## src/rtl/sram_axi_bridge_pkg.sv

```systemverilog
// Shared widths, IDs and types for the SRAM-to-AXI bridge.
package sram_axi_bridge_pkg;

  localparam int A_ID_WID    = 4;
  localparam int A_LEN_WID   = 8;
  localparam int A_SIZE_WID  = 3;
  localparam int A_BURST_WID = 2;
  localparam int A_LOCK_WID  = 2;
  localparam int A_CACHE_WID = 4;
  localparam int A_PROT_WID  = 3;
  localparam int A_STRB_WID  = 4;

  localparam logic [A_ID_WID-1:0]    INST_ID    = 4'd0;
  localparam logic [A_ID_WID-1:0]    DATA_ID    = 4'd1;
  localparam logic [A_BURST_WID-1:0] BURST_INCR = 2'b01;
  localparam logic [A_LEN_WID-1:0]   LEN_SINGLE = '0;

  // Bit positions in the per-ID read-outstanding vector.
  localparam int INST_SLOT = 0;
  localparam int DATA_SLOT = 1;

  typedef enum logic [1:0] {
    WR_IDLE,
    WR_SEND,
    WR_RESP
  } wr_state_e;

  // SRAM size codes map straight onto AXI size codes with a zero top bit.
  function automatic logic [A_SIZE_WID-1:0] axi_size(input logic [1:0] size);
    return {1'b0, size};
  endfunction

endpackage

```

## src/rtl/sram_axi_wr_ch.sv

```systemverilog
// Write path: holds one data write, drives AW and W, then waits for B.
module sram_axi_wr_ch
  import sram_axi_bridge_pkg::*;
(
  input  logic                  clk,
  input  logic                  reset,
  input  logic                  accept,
  input  logic [31:0]           req_addr,
  input  logic [31:0]           req_wdata,
  input  logic [A_STRB_WID-1:0] req_wstrb,
  input  logic [1:0]            req_size,
  output logic                  busy,
  output logic                  done,
  output logic [31:0]           awaddr,
  output logic [A_SIZE_WID-1:0] awsize,
  output logic                  awvalid,
  input  logic                  awready,
  output logic [31:0]           wdata,
  output logic [A_STRB_WID-1:0] wstrb,
  output logic                  wvalid,
  input  logic                  wready,
  input  logic                  bvalid,
  output logic                  bready
);

  wr_state_e             state_q, state_d;
  logic                  aw_pend_q, aw_pend_d;
  logic                  w_pend_q, w_pend_d;
  logic                  done_q, done_d;
  logic [31:0]           awaddr_q, awaddr_d;
  logic [A_SIZE_WID-1:0] awsize_q, awsize_d;
  logic [31:0]           wdata_q, wdata_d;
  logic [A_STRB_WID-1:0] wstrb_q, wstrb_d;

  // Next-state: AW and W retire independently; B is awaited only once both are gone.
  always_comb begin
    state_d   = state_q;
    aw_pend_d = aw_pend_q;
    w_pend_d  = w_pend_q;
    done_d    = 1'b0;
    awaddr_d  = awaddr_q;
    awsize_d  = awsize_q;
    wdata_d   = wdata_q;
    wstrb_d   = wstrb_q;
    case (state_q)
      WR_IDLE: begin
        if (accept) begin
          state_d   = WR_SEND;
          aw_pend_d = 1'b1;
          w_pend_d  = 1'b1;
          awaddr_d  = req_addr;
          awsize_d  = axi_size(req_size);
          wdata_d   = req_wdata;
          wstrb_d   = req_wstrb;
        end
      end
      WR_SEND: begin
        if (aw_pend_q && awready) aw_pend_d = 1'b0;
        if (w_pend_q && wready) w_pend_d = 1'b0;
        if (!aw_pend_d && !w_pend_d) state_d = WR_RESP;
      end
      WR_RESP: begin
        if (bvalid) begin
          state_d = WR_IDLE;
          done_d  = 1'b1;
        end
      end
      default: state_d = WR_IDLE;
    endcase
  end

  // State and captured write registers; reset drops any write in flight.
  always_ff @(posedge clk or posedge reset) begin
    if (reset) begin
      state_q   <= WR_IDLE;
      aw_pend_q <= 1'b0;
      w_pend_q  <= 1'b0;
      done_q    <= 1'b0;
      awaddr_q  <= '0;
      awsize_q  <= '0;
      wdata_q   <= '0;
      wstrb_q   <= '0;
    end else begin
      state_q   <= state_d;
      aw_pend_q <= aw_pend_d;
      w_pend_q  <= w_pend_d;
      done_q    <= done_d;
      awaddr_q  <= awaddr_d;
      awsize_q  <= awsize_d;
      wdata_q   <= wdata_d;
      wstrb_q   <= wstrb_d;
    end
  end

  assign busy    = (state_q != WR_IDLE);
  assign done    = done_q;
  assign awaddr  = awaddr_q;
  assign awsize  = awsize_q;
  assign awvalid = aw_pend_q;
  assign wdata   = wdata_q;
  assign wstrb   = wstrb_q;
  assign wvalid  = w_pend_q;
  assign bready  = (state_q == WR_RESP);

endmodule

```

## src/rtl/sram_axi_bridge.sv

```systemverilog
// Bridges an instruction and a data SRAM-like port onto one AXI master.
// Reads are arbitrated here (data first) and returned by ID; writes live in sram_axi_wr_ch.
module sram_axi_bridge
  import sram_axi_bridge_pkg::*;
(
  input  logic                   clk,
  input  logic                   reset,

  input  logic                   inst_sram_req,
  input  logic                   inst_sram_wr,
  input  logic [1:0]             inst_sram_size,
  input  logic [3:0]             inst_sram_wstrb,
  input  logic [31:0]            inst_sram_addr,
  input  logic [31:0]            inst_sram_wdata,
  output logic                   inst_sram_addr_ok,
  output logic                   inst_sram_data_ok,
  output logic [31:0]            inst_sram_rdata,

  input  logic                   data_sram_req,
  input  logic                   data_sram_wr,
  input  logic [1:0]             data_sram_size,
  input  logic [3:0]             data_sram_wstrb,
  input  logic [31:0]            data_sram_addr,
  input  logic [31:0]            data_sram_wdata,
  output logic                   data_sram_addr_ok,
  output logic                   data_sram_data_ok,
  output logic [31:0]            data_sram_rdata,

  output logic [A_ID_WID-1:0]    arid,
  output logic [31:0]            araddr,
  output logic [A_LEN_WID-1:0]   arlen,
  output logic [A_SIZE_WID-1:0]  arsize,
  output logic [A_BURST_WID-1:0] arburst,
  output logic [A_LOCK_WID-1:0]  arlock,
  output logic [A_CACHE_WID-1:0] arcache,
  output logic [A_PROT_WID-1:0]  arprot,
  output logic                   arvalid,
  input  logic                   arready,

  input  logic [A_ID_WID-1:0]    rid,
  input  logic [31:0]            rdata,
  input  logic [1:0]             rresp,
  input  logic                   rlast,
  input  logic                   rvalid,
  output logic                   rready,

  output logic [A_ID_WID-1:0]    awid,
  output logic [31:0]            awaddr,
  output logic [A_LEN_WID-1:0]   awlen,
  output logic [A_SIZE_WID-1:0]  awsize,
  output logic [A_BURST_WID-1:0] awburst,
  output logic [A_LOCK_WID-1:0]  awlock,
  output logic [A_CACHE_WID-1:0] awcache,
  output logic [A_PROT_WID-1:0]  awprot,
  output logic                   awvalid,
  input  logic                   awready,

  output logic [A_ID_WID-1:0]    wid,
  output logic [31:0]            wdata,
  output logic [A_STRB_WID-1:0]  wstrb,
  output logic                   wlast,
  output logic                   wvalid,
  input  logic                   wready,

  input  logic [A_ID_WID-1:0]    bid,
  input  logic [1:0]             bresp,
  input  logic                   bvalid,
  output logic                   bready
);

  logic [1:0]            rd_out_q, rd_out_d;
  logic                  ar_valid_q, ar_valid_d;
  logic [31:0]           araddr_q, araddr_d;
  logic [A_ID_WID-1:0]   arid_q, arid_d;
  logic [A_SIZE_WID-1:0] arsize_q, arsize_d;
  logic                  inst_ok_q, inst_ok_d;
  logic                  data_rd_ok_q, data_rd_ok_d;
  logic [31:0]           inst_rdata_q, inst_rdata_d;
  logic [31:0]           data_rdata_q, data_rdata_d;

  logic data_rd_acc, data_wr_acc, inst_rd_acc;
  logic wr_busy, wr_done;
  logic r_fire, r_inst, r_data;
  logic unused_ok;

  // Acceptance: data reads also wait out any write so read-after-write is ordered,
  // and data wins over inst whenever it is accepted.
  always_comb begin
    data_rd_acc = data_sram_req && !data_sram_wr && !reset && !ar_valid_q &&
                  !rd_out_q[DATA_SLOT] && !wr_busy;
    data_wr_acc = data_sram_req && data_sram_wr && !reset && !wr_busy &&
                  !rd_out_q[DATA_SLOT];
    inst_rd_acc = inst_sram_req && !inst_sram_wr && !reset && !ar_valid_q &&
                  !rd_out_q[INST_SLOT] && !data_rd_acc && !data_wr_acc;
  end

  // AR register load/drain and per-ID outstanding tracking.
  always_comb begin
    ar_valid_d = ar_valid_q;
    araddr_d   = araddr_q;
    arid_d     = arid_q;
    arsize_d   = arsize_q;
    rd_out_d   = rd_out_q;
    if (ar_valid_q && arready) ar_valid_d = 1'b0;
    if (data_rd_acc) begin
      ar_valid_d          = 1'b1;
      araddr_d            = data_sram_addr;
      arid_d              = DATA_ID;
      arsize_d            = axi_size(data_sram_size);
      rd_out_d[DATA_SLOT] = 1'b1;
    end else if (inst_rd_acc) begin
      ar_valid_d          = 1'b1;
      araddr_d            = inst_sram_addr;
      arid_d              = INST_ID;
      arsize_d            = axi_size(inst_sram_size);
      rd_out_d[INST_SLOT] = 1'b1;
    end
    if (r_inst) rd_out_d[INST_SLOT] = 1'b0;
    if (r_data) rd_out_d[DATA_SLOT] = 1'b0;
  end

  // R demux: route returned data by ID into a one-cycle data_ok and held rdata.
  always_comb begin
    r_fire       = rvalid && rready;
    r_inst       = r_fire && (rid == INST_ID) && rd_out_q[INST_SLOT];
    r_data       = r_fire && (rid == DATA_ID) && rd_out_q[DATA_SLOT];
    inst_ok_d    = r_inst;
    data_rd_ok_d = r_data;
    inst_rdata_d = r_inst ? rdata : inst_rdata_q;
    data_rdata_d = r_data ? rdata : data_rdata_q;
  end

  // Read-side registers; reset forgets every outstanding read.
  always_ff @(posedge clk or posedge reset) begin
    if (reset) begin
      rd_out_q     <= '0;
      ar_valid_q   <= 1'b0;
      araddr_q     <= '0;
      arid_q       <= '0;
      arsize_q     <= '0;
      inst_ok_q    <= 1'b0;
      data_rd_ok_q <= 1'b0;
      inst_rdata_q <= '0;
      data_rdata_q <= '0;
    end else begin
      rd_out_q     <= rd_out_d;
      ar_valid_q   <= ar_valid_d;
      araddr_q     <= araddr_d;
      arid_q       <= arid_d;
      arsize_q     <= arsize_d;
      inst_ok_q    <= inst_ok_d;
      data_rd_ok_q <= data_rd_ok_d;
      inst_rdata_q <= inst_rdata_d;
      data_rdata_q <= data_rdata_d;
    end
  end

  sram_axi_wr_ch u_wr_ch (
    .clk       (clk),
    .reset     (reset),
    .accept    (data_wr_acc),
    .req_addr  (data_sram_addr),
    .req_wdata (data_sram_wdata),
    .req_wstrb (data_sram_wstrb),
    .req_size  (data_sram_size),
    .busy      (wr_busy),
    .done      (wr_done),
    .awaddr    (awaddr),
    .awsize    (awsize),
    .awvalid   (awvalid),
    .awready   (awready),
    .wdata     (wdata),
    .wstrb     (wstrb),
    .wvalid    (wvalid),
    .wready    (wready),
    .bvalid    (bvalid),
    .bready    (bready)
  );

  assign inst_sram_addr_ok = inst_rd_acc;
  assign inst_sram_data_ok = inst_ok_q;
  assign inst_sram_rdata   = inst_rdata_q;
  assign data_sram_addr_ok = data_rd_acc || data_wr_acc;
  assign data_sram_data_ok = data_rd_ok_q || wr_done;
  assign data_sram_rdata   = data_rdata_q;

  assign arid    = arid_q;
  assign araddr  = araddr_q;
  assign arlen   = LEN_SINGLE;
  assign arsize  = arsize_q;
  assign arburst = BURST_INCR;
  assign arlock  = '0;
  assign arcache = '0;
  assign arprot  = '0;
  assign arvalid = ar_valid_q;
  assign rready  = |rd_out_q;

  assign awid    = DATA_ID;
  assign awlen   = LEN_SINGLE;
  assign awburst = BURST_INCR;
  assign awlock  = '0;
  assign awcache = '0;
  assign awprot  = '0;
  assign wid     = DATA_ID;
  assign wlast   = 1'b1;

  // Response codes, write IDs, rlast and the inst write fields carry no information here.
  assign unused_ok = ^{rresp, bresp, bid, rlast, inst_sram_wstrb, inst_sram_wdata};

endmodule

```

## config.mk

```make
export PLATFORM = sky130hd
export DESIGN_NAME = sram_axi_bridge
export DESIGN_NICKNAME = d
export VERILOG_FILES = /design/src/rtl/sram_axi_bridge_pkg.sv /design/src/rtl/sram_axi_wr_ch.sv /design/src/rtl/sram_axi_bridge.sv
export SDC_FILE = /design/constraint.sdc
export NUM_CORES = 1
export LEC_CHECK = 0
export BUFFER_PORTS_ARGS = -buffer_cell sky130_fd_sc_hd__buf_4
export CORE_AREA = 2 2 163 165
export DETAILED_ROUTE_END_ITERATION = 10
export DIE_AREA = 0 0 165 167
export HOLD_SLACK_MARGIN = 0.08
export PLACE_DENSITY = 0.7
export SLEW_MARGIN = 25
export SYNTH_ARGS = -nofsm -noshare
export SYNTH_HDL_FRONTEND = slang
export SYNTH_HIERARCHICAL = 1
export SYNTH_SLANG_ARGS = --single-unit
export TNS_END_PERCENT = 5
```

## constraint.sdc

```tcl
create_clock -name clk -period 3.59 [get_ports clk]
set_clock_uncertainty 0.2 [all_clocks]
set_input_delay 0.1795 -clock clk [delete_from_list [all_inputs] [get_ports clk]]
set_output_delay 0.1795 -clock clk [all_outputs]
set_load 0.005 [all_outputs]
```

==> results.cfg <==
[status]
outcome = finished, final reports clean

[global_route]
antenna_found_initial = 1
grt_first_pass_wirelength_microns = 40100
grt_usage = 0.188
use_met3 = 0.0535
use_met1 = 0.221
grt_max_degree = 77
global_route.usage.met2 = 0.324
grt_pass1_vias = 7219
grt_overflow = 0
top_usage_layer = met2

[floorplanning]
coreArea_sq_um = 25800
num_rows = 59
ios = 426
die_height_microns = 167
start_util = 0.320
die_w_microns = 165
die_area_sq_um = 27600

[routing]
dr.first_iter.drc_count = 336
dr.pass1.iters = 4
finalWirelength_microns = 26100
drtAntennaViolNets = 0
drc = 0
vias_per_cell = 4.69
routedWlPerCell_microns = 18.5
vias = 6628

[cells_and_area]
final_nets = 1260
fillers = 2216
final_core_util = 0.499
area_growth_pct = 56.0
fin_area_sq_um = 12800
drive_above_1_share = 0.495

[setup_path]
crit_family = simple AND/OR/NAND/NOR gates
slowest_delay_ps = 680
crit_start = u_wr_ch/state_q[0]
end_kind = flip-flop
cp.buffers_inverters = 2
cp.required_ps = 3700
r2r_cells = 6
crit_fanout = 70
path_cells = or2_2 > or4b_2 > buf_4 > o21ai_0 > o211ai_2 > dlygate4sd3_1
worstReg2RegEnd = araddr[23]
reg2reg_from = u_wr_ch/state_q[0]
startpoint_type = flip-flop
cp_slowest_cell = or4b_2
worstPathArrival_ps = 3320
rrSetupSlack_ps = 380
crit_type = reg -> reg

[timing]
fmax_ghz = 0.311
min_period_ps = 3210
slew_violations = 0
rsz0062_at_grt = no
max-slew-margin-rel = 0.455
fin_crit_sh = 0.895
tns_ps = 0
hold_viol_final = 0
setup_viol = 0
finalWorstSetupSlack_ps = 376
worst_pin_slew_ps = 806

[placed_design]
place_area_sq_um = 10800
hpwl_microns = 16900
routabilityCongestion = 0.809
portBuffers = 328
pre_cts_slack_ps = 499

[clocking]
clk_latency_ps = 420
cts_resized = 0
clk_pin_slew_worst_paths_ps = 80
numCtsBuffers = 17
cts.path.max_buffers = 2
hold_buffers = 152
cts.sinks = 179
cts_tree = yes
clockRootBuffer = clkbuf_16
post_cts_buffers = 0
h-tree-depth = 4

[pwr]
ir_drop_mv = 0.306
power_mw = 8.91
p_leak_nw = 6.14
p_per_area_nw_per_um2 = 694

[synthesis]
synth_cells = 596
ys_seq_area_frac = 0.544
syn_area_sq_um = 8230
syn_avg_cell_area_sq_um = 13.8
yosys_warnings = 6
synth_seq_cells = 179
ys_types = 36

[worst_hold_path]
holdPathStages = 4
hold_path_end = inst_sram_data_ok
hold_class = in -> reg
hold_start = rid[0]

[flow_run]
drv_cap = 0
==> cells in the mapped netlist <==
cell      instances  share of area
a211oi_4          1         0.0024
a21oi_1           3         0.0018
a311oi_1          1         0.0011
and2_1            1        0.00076
and3_1            1        0.00076
buf_12            8          0.019
buf_2             8         0.0049
buf_4            52          0.047
buf_6             3         0.0041
clkbuf_1         25          0.011
conb_1            3         0.0014
dfrtp_1         179           0.54
inv_1             6         0.0027
mux2_2           64          0.088
mux2_4           70           0.13
nand2_1           1        0.00046
nand2b_1          3         0.0023
nand3_1          35          0.021
nand3b_1          1        0.00091
nand4b_1         34          0.036
nor2_1            9         0.0041
nor2b_1           1        0.00076
nor2b_2           1         0.0011
nor2b_4           1         0.0017
nor3_1            1        0.00061
nor4b_1           1         0.0011
nor4b_2           2         0.0036
o211ai_1         24          0.022
o211ai_2         10          0.015
o21a_1            1        0.00091
o21ai_0          34          0.021
o21ai_1           5         0.0030
o31a_1            1         0.0011
or2_2             4         0.0030
or4b_1            1         0.0012
or4b_4            1         0.0017
==> tightest hold or removal path, cell delays in order <==
cell and delay (ps):
buf_4 90, nand3b_1 110, buf_4 270, inv_1 60
==> layout by cell type, fill, tap and decap left out, types with 2 or more instances in the layout <==
cell           count
a21oi_1            3
buf_12             2
buf_4            342
clkbuf_16         17
clkinv_4           2
conb_1            52
dfrtp_1          179
dlygate4sd3_1    152
inv_1              4
inv_6              5
inv_8              5
mux2_2            64
mux2_4            70
nand2b_1           3
nand3_1           35
nand4b_1          34
nor2_1             8
nor4b_4            2
o211ai_1          24
o211ai_2          10
o21ai_0           34
o21ai_1            5
or2_2              4
==> how the worst max path moves through the flow <==
| stage | end | slack (ps) | cells after the start |
|---|---|---|---|
| after floorplan | araddr[0] | 480 | 1 |
| after global placement | u_wr_ch/wdata[18] | 520 | 7 |
| after detailed placement | u_wr_ch/wdata[11] | 500 | 7 |
| after CTS | araddr[23] | 440 | 6 |
| after global routing | araddr[23] | 260 | 6 |
| final | araddr[23] | 380 | 6 |
==> power breakdown <==
| part | internal [mW] | switching (mW) |
|---|---|---|
| Clock | 0.925 | 0.893 |
| Combinational | 2.31 | 1.31 |
| Sequential | 2.91 | 0.566 |
| Total | 6.14 | 2.77 |
==> cell type report <==
type | count | area (sq um) | share of cell area
antenna | 1 | 2.50 | 0.000195
clock buffer | 18 | 429 | 0.0334
clock inverter | 13 | 133 | 0.0103
inverter | 6 | 28.8 | 0.00224
multi-input combinational | 364 | 3220 | 0.251
sequential | 179 | 4480 | 0.349
tap | 335 | 419 | 0.0326
timing repair buffer | 496 | 4130 | 0.321
==> sequential cells by signal, summed over array words and instances, names as in the netlist, 4 cells and up <==
register         cells
data_sram_rdata     32
u_wr_ch/wstrb        4
u_wr_ch/wdata       32
u_wr_ch/awaddr      32
araddr              32
inst_sram_rdata     32
==> metrics by stage <==
| stage | hold slack, ps | instances |
|---|---|---|
| after CTS | 116 | 1411 |
| final | 136 | 1412 |
| after floorplan | 108 | 645 |
| after global placement | 79.4 | 1228 |
| after detailed placement | 71.9 | 1228 |
| after global routing | 148 | 1412 |
==> logic make-up after synthesis <==
kind of cell / after synthesis / share of synthesized area
other: 3 / 0.00137
flip-flops: 179 / 0.544
AND/OR/NAND/NOR: 98 / 0.0814
multiplexers: 134 / 0.215
buffers and inverters: 102 / 0.0900
AO/OA/AOI/OAI: 80 / 0.0681
==> layer usage <==
layer	wire length (microns)	part of all wire
met3	1960	0.075
met2	13100	0.50
met4	668	0.026
met1	10300	0.40
met5	0	0
Power figures use the tool's default switching activity.
